$ cat src/rtl/random_range_gen.sv
// random_range_gen: bounded pseudo-random values from an LFSR or counter through a valid/ready output slot
module random_range_gen #(
  parameter int WIDTH = 8,
  parameter logic [WIDTH-1:0] TAPS = 8'hB8,
  parameter int SEED = 1,
  parameter int MAX_VALUE = 10,
  localparam int OUT_W = (MAX_VALUE > 0) ? $clog2(MAX_VALUE + 1) : 1
) (
  input  logic             clk,
  input  logic             reset_n,
  input  logic             enable,
  input  logic             mode,
  input  logic             seed_load,
  input  logic [WIDTH-1:0] seed_in,
  input  logic             rnd_ready,
  output logic             rnd_valid,
  output logic [OUT_W-1:0] rnd_data,
  output logic [WIDTH-1:0] lfsr_state
);
  typedef enum logic {EMPTY, FULL} state_e;
  localparam logic [WIDTH-1:0] ONE = WIDTH'(1);
  localparam logic [WIDTH-1:0] SEED_W = WIDTH'(SEED);
  localparam logic [WIDTH-1:0] RST_LFSR = (SEED_W == '0) ? ONE : SEED_W;
  localparam logic [OUT_W-1:0] MAX_V = OUT_W'(MAX_VALUE);
  state_e state_q, state_d;
  logic [WIDTH-1:0] lfsr_q, lfsr_d;
  logic [OUT_W-1:0] cnt_q, cnt_d, data_q, data_d;
  logic [WIDTH-1:0] lfsr_step, seed_lfsr;
  logic [OUT_W-1:0] cnt_step, cand, seed_cnt;
  logic accept, slot_free, take;
  // Generator steps, candidate selection and seed sanitising; a zero seed would lock the LFSR, so it becomes 1
  always_comb begin
    lfsr_step = (lfsr_q >> 1) ^ (lfsr_q[0] ? TAPS : '0);
    cnt_step  = (cnt_q == MAX_V) ? '0 : cnt_q + 1'b1;
    cand      = mode ? lfsr_q[OUT_W-1:0] : cnt_q;
    accept    = cand <= MAX_V;
    slot_free = (state_q == EMPTY) || rnd_ready;
    seed_lfsr = (seed_in == '0) ? ONE : seed_in;
    seed_cnt  = (seed_in[OUT_W-1:0] <= MAX_V) ? seed_in[OUT_W-1:0] : '0;
    take      = !seed_load && enable && slot_free && accept;
  end
  // Registers: both generators, the output slot state and its held value
  always_ff @(posedge clk or negedge reset_n) begin
    if (!reset_n) begin
      state_q <= EMPTY;
      lfsr_q  <= RST_LFSR;
      cnt_q   <= '0;
      data_q  <= '0;
    end else begin
      state_q <= state_d;
      lfsr_q  <= lfsr_d;
      cnt_q   <= cnt_d;
      data_q  <= data_d;
    end
  end
  // Next state: seed reload wins, only the selected generator steps, stalled values are dropped rather than queued
  always_comb begin
    lfsr_d  = seed_load ? seed_lfsr : (enable && mode) ? lfsr_step : lfsr_q;
    cnt_d   = seed_load ? seed_cnt : (enable && !mode) ? cnt_step : cnt_q;
    data_d  = take ? cand : data_q;
    state_d = seed_load ? EMPTY :
              enable    ? (slot_free ? (accept ? FULL : EMPTY) : state_q) :
              (state_q == FULL && rnd_ready) ? EMPTY : state_q;
  end
  // Outputs come straight from registers
  always_comb begin
    rnd_valid  = state_q == FULL;
    rnd_data   = data_q;
    lfsr_state = lfsr_q;
  end
  // A held value must not change while the consumer is stalling
  assert property (@(posedge clk) disable iff (!reset_n) (rnd_valid && !rnd_ready) |=> $stable(rnd_data))
    else $error("rnd_data changed while stalled");
endmodule

$ cat config.mk
export PLATFORM = sky130hd
export DESIGN_NAME = random_range_gen
export DESIGN_NICKNAME = d
export VERILOG_FILES = /design/src/rtl/random_range_gen.sv
export SDC_FILE = /design/constraint.sdc
export NUM_CORES = 1
export LEC_CHECK = 0
export CORE_MARGIN = 10
export CORE_UTILIZATION = 47
export DETAILED_ROUTE_END_ITERATION = 6
export PLACE_DENSITY = 0.87
export SYNTH_ARGS = -nofsm -noshare
export SYNTH_HDL_FRONTEND = slang
export SYNTH_SLANG_ARGS = --single-unit
$ cat constraint.sdc
create_clock -name clk -period 2 [get_ports clk]
set_input_delay 0.3 -clock clk [delete_from_list [all_inputs] [get_ports clk]]
set_output_delay 0.3 -clock clk [all_outputs]
set_load 0.1 [all_outputs]
# --- Word level (Yosys, flattened, before mapping) ---
# Cells that the tools add are included.
op_classes:
  addsub: 1
  magnitude_cmp: 2
  n_eq_ne: 2
  muxes: 14
  bitwise: 2
  reduce_logical: 14
ops:
  columns: ["op", "count"]
  rows:
  - ["$mux 8", 4]
  - ["$mux 4", 5]
  - ["$le 4x4->1 const B", 2]
  - ["$logic_not 8->1", 1]
  - ["$xor 7x8->8", 1]
  - ["$logic_and 1x1->1", 6]
  - ["$mux 1", 5]
  - ["$add 4x1->4 const B", 1]
  - ["$eq 4x4->1 const B", 1]
  - ["$reduce_bool 2->1", 2]
  - ["$ne 3x1->1 const B", 1]
  - ["$reduce_bool 3->1", 1]
  - ["$logic_not 1->1", 2]
  - ["$reduce_and 2->1", 1]
  - ["$logic_or 1x1->1", 1]
  - ["$not 1->1", 1]
word_totals:
  register_bits: 17
  in_bits: 14
  out_inout_bits: 13
  word_cells: 39

# --- Longest topological paths before layout ---
# Gate-level depths: netlist of run 1.
logic_depth:
  word_depth: 6
  depth_mapped: 6

# --- Worst setup path before layout of run 1 ---
# OpenSTA, ideal clock, no wires.
synth_timing:
  path_kind: "register to register"
  from: "register lfsr_q[0] (netlist: lfsr_state[0])"
  to: "register data_q[0] (netlist: rnd_data[0])"
  setup_ns: 0.126
  arrival_ns: 1.857
  slack_ns: 0.017
  stages_incl_launch_ff: 6
  path_buffers: 1
  synth_period_minus_slack_ns: 1.983
  cell_sequence: "dfstp_2 buf_4 nand2_1 a221oi_2 nor2b_2 mux2_4"
synth_between:
  elab_chain_cells: 3
synth_rtl:
  columns: ["element", "line", "text"]
  rows:
  - ["start: declaration", "26", "logic [WIDTH-1:0] lfsr_q, lfsr_d;"]
  - ["start signal: assignment", "51", "lfsr_q <= lfsr_d;"]
  - ["$mux 4 (*)", "35", "cand = mode ? lfsr_q[OUT_W-1:0] : cnt_q;"]
  - ["$le 4x4->1", "36", "accept = cand <= MAX_V;"]
  - ["$logic_and 1x1->1", "40", "take = !seed_load && enable && slot_free && accept;"]
  - ["end signal: assignment", "53", "data_q <= data_d;"]
  - ["end: declaration", "27", "logic [OUT_W-1:0] cnt_q, cnt_d, data_q, data_d;"]
# Every way passes the cells marked *; elsewhere a longest branch is shown, timed or not.
# A chain may end at the register's enable or synchronous reset.

# --- Worst setup path after layout of run 1 ---
layout_timing:
  from: "register lfsr_q[0] (netlist: lfsr_state[0])"
  to: "register data_q[1] (netlist: rnd_data[1])"
layout_between:
  elab_chain_cells: 3
layout_rtl:
  columns: ["element", "line"]
  rows:
  - ["$mux 4", "35"]
  - ["$le 4x4->1", "36"]
  - ["$logic_and 1x1->1", "40"]
# No other way between the ends.

==> flow_metrics.env, run 1 <==
export IMPL_grt_max_degree=18
export IMPL_finalWirelength_um=2440
export IMPL_grt_pass1_vias=905
export IMPL_antenna_found_initial=0
export IMPL_worst_pin_slew_ns=0.447
export IMPL_synth_seq_cells=17
export IMPL_first_iter_violations=29
export IMPL_layout_commonest_cell="buf_4"
export IMPL_rsz0062_at_grt="false"
export IMPL_cts_tree="built"
export IMPL_worst_path_max_fanout=8
export IMPL_whs_ns=0.309
export IMPL_synth_enable_flop_cells=0
export IMPL_die_area_um2=4370
export IMPL_vdd_drop_max_uv=606
export IMPL_htree_num_levels=1
export IMPL_grt_overflow_total=0
export IMPL_r2r_end="rnd_data[1]$_DFFE_PN0P_"
export IMPL_post_route_period_util=0.826
export IMPL_p_leak_nw=0.560
export IMPL_startpoint_type="flip-flop"
export IMPL_fin_crit_ns=1.65
export IMPL_vias_per_cell=5.53
export IMPL_diodes=0
export IMPL_drive_gt1_frac=0.234
export IMPL_crit_required_ns=2.19
export IMPL_start_util=0.504
export IMPL_syn_nets=122
export IMPL_routed_via_count=907
export IMPL_nFillCells=151
export IMPL_die_w_um=66.1
export IMPL_rr_worst_depth=4
export IMPL_place_gp_congestion=0.881
export IMPL_synth_warnings=0
export IMPL_clock_path_buffers=2
export IMPL_setup_violations=0
export IMPL_numCtsBuffers=3
export IMPL_r2r_start="lfsr_state[0]$_DFFE_PN1P_"
export IMPL_die_h_um=66.1
export IMPL_synthFlopType="dfrtp_1"
export IMPL_timing_fmax_mhz=606
export IMPL_fin_worst_skew_ns=0.00817
export IMPL_slew_violations=0
export IMPL_crit_type="flip-flop to flip-flop"
export IMPL_cp_arrival_ns=1.85
export IMPL_clk_pin_slew_ns=0.10
export IMPL_rows=16
export IMPL_syn_inst=108
export IMPL_postCtsSetupRepairBufs=0
export IMPL_relSlewSlack=0.701
export IMPL_multi_input_area_um2=533
export IMPL_p_per_area_nw_per_um2=940
export IMPL_layout_common_cells="17 x buf_4, 16 x dfrtp_1, 13 x clkdlybuf4s50_1"
export IMPL_first_pass_iters=4
export IMPL_end_kind="flip-flop"
export IMPL_ios=27
export IMPL_ys_seq_area_frac=0.427
export IMPL_grt_pass1_wl_um=4100
export IMPL_drcViolationCount=0
export IMPL_maxCapViolCount=0
export IMPL_area_growth_pct=30.5
export IMPL_fp_coreArea_um2=1980
export IMPL_outcome="finished clean"
export IMPL_final_hold_viol_count=0
export IMPL_reg2reg_slack_ns=0.35
export IMPL_seq_area_um2=427
export IMPL_cts_root_buffer="clkbuf_4"
export IMPL_cts_resized=0
export IMPL_cts_hold_buf=0
export IMPL_hold_path_class="input port to asynchronous set/reset pin"
export IMPL_layout_nets=152
export IMPL_avgSynthCellArea_um2=9.24
export IMPL_grt_total_usage=0.115
export IMPL_async_reset_ff_frac=1.00
export IMPL_synth_cell_types=36
export IMPL_netlist_area_um2=998
export IMPL_portBuffers=26
export IMPL_cts_sinks=17
export IMPL_final_antenna_net_count=0
export IMPL_clock_latency_ns=0.30
export IMPL_routedWlPerCell_um=14.9
export IMPL_tns_ns=0
==> report_power, final <==
part | switching [mW] | internal [mW]
clock network | 0.112 | 0.0745
logic | 0.420 | 0.168
registers | 0.0545 | 0.395
==> cell families (layout without fill, tap and decap cells) <==
logic type / Yosys count / count (layout) / share of synthesized area
muxes: 9 / 9 / 0.108
and+or+nand+nor: 41 / 41 / 0.213
buffers and inverters: 7 / 36 / 0.0388
DFF: 17 / 17 / 0.427
AOI/OAI and AO/OA: 30 / 30 / 0.178
xor gates and xnor gates: 4 / 4 / 0.0351
==> worst max path at each step <==
stage               slack, ns                 endpoint  cells after the start                      start
floorplan                0.02  rnd_data[0]$_DFFE_PN0P_                      5  lfsr_state[0]$_DFFE_PN1P_
finish                   0.35  rnd_data[1]$_DFFE_PN0P_                      4  lfsr_state[0]$_DFFE_PN1P_
CTS                      0.35  rnd_data[1]$_DFFE_PN0P_                      4  lfsr_state[0]$_DFFE_PN1P_
global placement         0.15  rnd_data[0]$_DFFE_PN0P_                      5                       mode
detailed placement       0.09  rnd_data[1]$_DFFE_PN0P_                      5                       mode
global route             0.26  rnd_data[1]$_DFFE_PN0P_                      4  lfsr_state[0]$_DFFE_PN1P_
==> through the flow <==
step | power (mW) | worst slack (ns) | cell area, um^2 | utilization | instances
5_1_grt | 1.28 | 0.264 | 1300 | 0.657 | 164
6_report | 1.22 | 0.349 | 1300 | 0.657 | 164
2_1_floorplan | 0.888 | 0.0170 | 998 | - | 108
4_1_cts | 1.24 | 0.351 | 1300 | 0.657 | 164
3_3_place_gp | 1.03 | 0.153 | 1270 | 0.643 | 160
3_5_place_dp | 1.05 | 0.0919 | 1270 | 0.643 | 160
==> final cells by class <==
type                    instances  share of cell area
repair buffers                 31               0.213
multi-input cells              84               0.409
well taps                      27              0.0259
flip-flops and latches         17               0.328
clock buffers                   3              0.0173
clock inverters                 1             0.00384
inverters                       1             0.00288
==> worst max-delay path: stages (launching register included) <==
cell,delay [ns]
dfstp_2,0.69
nand2_1,0.12
a221oi_2,0.34
nor2b_2,0.10
mux2_4,0.30
==> cell usage after synthesis, types with 2 or more instances <==
cell type  instances  area (um^2)
o21ai_0            6         30.0
nor2b_1            4         25.0
a211oi_1           2         15.0
nand3_1            5         25.0
mux2i_1            3         30.0
xnor2_1            4         35.0
a31oi_1            2         12.5
nand2_1           10         37.5
clkbuf_1           3         11.3
dfrtp_1           16          400
mux2_4             2         30.0
nor2_1             8         30.0
nand2b_1           5         31.3
o21ai_1            6         30.0
a21oi_1            9         45.0
mux2_2             3         33.8
==> registers in the layout, indices dropped and copies added (netlist names) <==
register    count
rnd_data        4
rnd_valid       1
cnt_q           4
lfsr_state      8
==> layer usage <==
layer	routed length [um]	global-route usage	vias up
li1	-	-	444
met1	998	0.127	427
met2	1210	0.197	32
met3	209	0.0475	4
met4	24	0.0340	0
met5	0	0	-
(Power assumes the default switching activity.)
==> inputs of run 2 (changes only) <==
- clock period: 2 -> 1.68 ns (I/O delays scaled with it)
==> flow_metrics.env, run 2 (synthesis gave the netlist of run 1 again) <==
export IMPL_place_gp_congestion=0.896
export IMPL_p_leak_nw=0.645
export IMPL_timing_fmax_mhz=639
export IMPL_outcome="finished clean"
export IMPL_htree_num_levels=1
export IMPL_grt_pass1_vias=977
export IMPL_cts_sinks=17
export IMPL_end_kind="output pin"
export IMPL_fp_coreArea_um2=1980
export IMPL_cts_hold_buf=0
export IMPL_relSlewSlack=0.796
export IMPL_grt_overflow_total=0
export IMPL_cts_root_buffer="clkbuf_4"
export IMPL_vdd_drop_max_uv=822
export IMPL_hold_path_class="input port to asynchronous set/reset pin"
export IMPL_die_area_um2=4370
export IMPL_rows=16
export IMPL_ios=27
export IMPL_hpwl_um=2140
export IMPL_layoutNonFillerInstCount=172
export IMPL_post_route_period_util=0.931
export IMPL_grt_pass1_wl_um=4360
export IMPL_grt_max_degree=23
export IMPL_portBuffers=26
export IMPL_clk_pin_slew_ns=0.11
export IMPL_first_iter_violations=32
export IMPL_final_antenna_net_count=0
export IMPL_setup_violations=0
export IMPL_antenna_found_initial=0
export IMPL_cp_arrival_ns=1.31
export IMPL_finalWirelength_um=2680
export IMPL_total_power_mw=1.63
export IMPL_final_hold_viol_count=0
export IMPL_worst_path_max_fanout=7
export IMPL_cts_tree="built"
export IMPL_routed_via_count=968
export IMPL_clock_latency_ns=0.30
export IMPL_layout_nets=160
export IMPL_first_pass_iters=4
export IMPL_crit_type="flip-flop to output pin"
export IMPL_fin_crit_ns=1.56
export IMPL_grt_total_usage=0.127
export IMPL_die_w_um=66.1
export IMPL_slew_violations=0
export IMPL_numCtsBuffers=3
export IMPL_postCtsSetupRepairBufs=0
export IMPL_drcViolationCount=0
export IMPL_dp_cells=168
export IMPL_area_growth_pct=52.6
export IMPL_maxCapViolCount=0
export IMPL_diodes=0
export IMPL_drive_gt1_frac=0.310
export IMPL_rsz0062_at_grt="false"
export IMPL_start_util=0.504
export IMPL_crit_required_ns=1.43
export IMPL_cts_resized=0
export IMPL_startpoint_type="flip-flop"
export IMPL_p_per_area_nw_per_um2=1070
export IMPL_layout_common_cells="13 x clkdlybuf4s50_1, 13 x buf_12, 13 x buf_4"
export IMPL_die_h_um=66.1
export IMPL_clock_path_buffers=2
export IMPL_vias_per_cell=5.63
export IMPL_worst_pin_slew_ns=0.302
export IMPL_tns_ns=0
export IMPL_fin_worst_skew_ns=0.0110
export IMPL_routedWlPerCell_um=15.6
export IMPL_largest_reg_flops=8
run 2: changes by cell type in the layout (fill, tap and decap cells not counted):
cell / before / now
buf_12: 1 / 13
buf_4: 17 / 13
dfrtp_1: 16 / 12
dfrtp_2: 0 / 4
dfstp_2: 1 / 0
dfstp_4: 0 / 1
nand2_1: 10 / 9
nand2_2: 1 / 2
run 2: critical path, stage by stage, from the launching register on:
cell and delay, ns:
dfstp_4 0.64, buf_4 0.18, buf_12 0.19
run 2: where the power goes:
group          internal (mW)  switching (mW)  leakage [nW]
logic                  0.334           0.513         0.424
clock network         0.0888           0.136        0.0177
registers              0.474          0.0832         0.204
run 2: final timing paths:
| path | end | startpoint | cells past startpoint | slack (ns) |
|---|---|---|---|---|
| max in group asynchronous | lfsr_state[0]$_DFFE_PN1P_ | reset_n | 2 | 1.18 |
| hold reg to reg | rnd_data[0]$_DFFE_PN0P_ | rnd_data[0]$_DFFE_PN0P_ | 1 | 0.59 |
| hold / removal | rnd_data[2]$_DFFE_PN0P_ | reset_n | 2 | 0.25 |
| setup / recovery | lfsr_state[0] | lfsr_state[0]$_DFFE_PN1P_ | 2 | 0.12 |
| min in group clk | lfsr_state[5]$_DFFE_PN0P_ | seed_in[5] | 3 | 0.53 |
| setup reg to reg | rnd_data[1]$_DFFE_PN0P_ | lfsr_state[0]$_DFFE_PN1P_ | 4 | 0.18 |
run 2: through the flow:
| stage | utilization | setup WS (ns) | cell area, um^2 | hold slack [ns] |
|---|---|---|---|---|
| floorplan | - | -0.100 | 1010 | -0.0436 |
| global placement | 0.755 | -0.0891 | 1500 | 0.566 |
| detailed placement | 0.755 | -0.151 | 1500 | 0.561 |
| CTS | 0.769 | 0.106 | 1520 | 0.259 |
| global route | 0.769 | 0.0587 | 1520 | 0.279 |
| finish | 0.769 | 0.116 | 1520 | 0.254 |
run 2: metal layers:
metal,vias to the layer above,part of all wire,track usage,wire (um)
li1,461,-,-,-
met1,450,0.41,0.137,1110
met2,48,0.47,0.200,1250
met3,9,0.083,0.0525,222
met4,0,0.034,0.0838,91
met5,-,0,0,0
run 2: area by class of cell:
class | instances | area (um^2)
Multi-Input combinational cell | 84 | 536
Timing Repair Buffer | 39 | 488
Fill cell | 122 | 458
Sequential cell | 17 | 435
Tap cell | 27 | 33.8
Clock buffer | 3 | 22.5
Clock inverter | 1 | 5.00
Inverter | 1 | 3.75
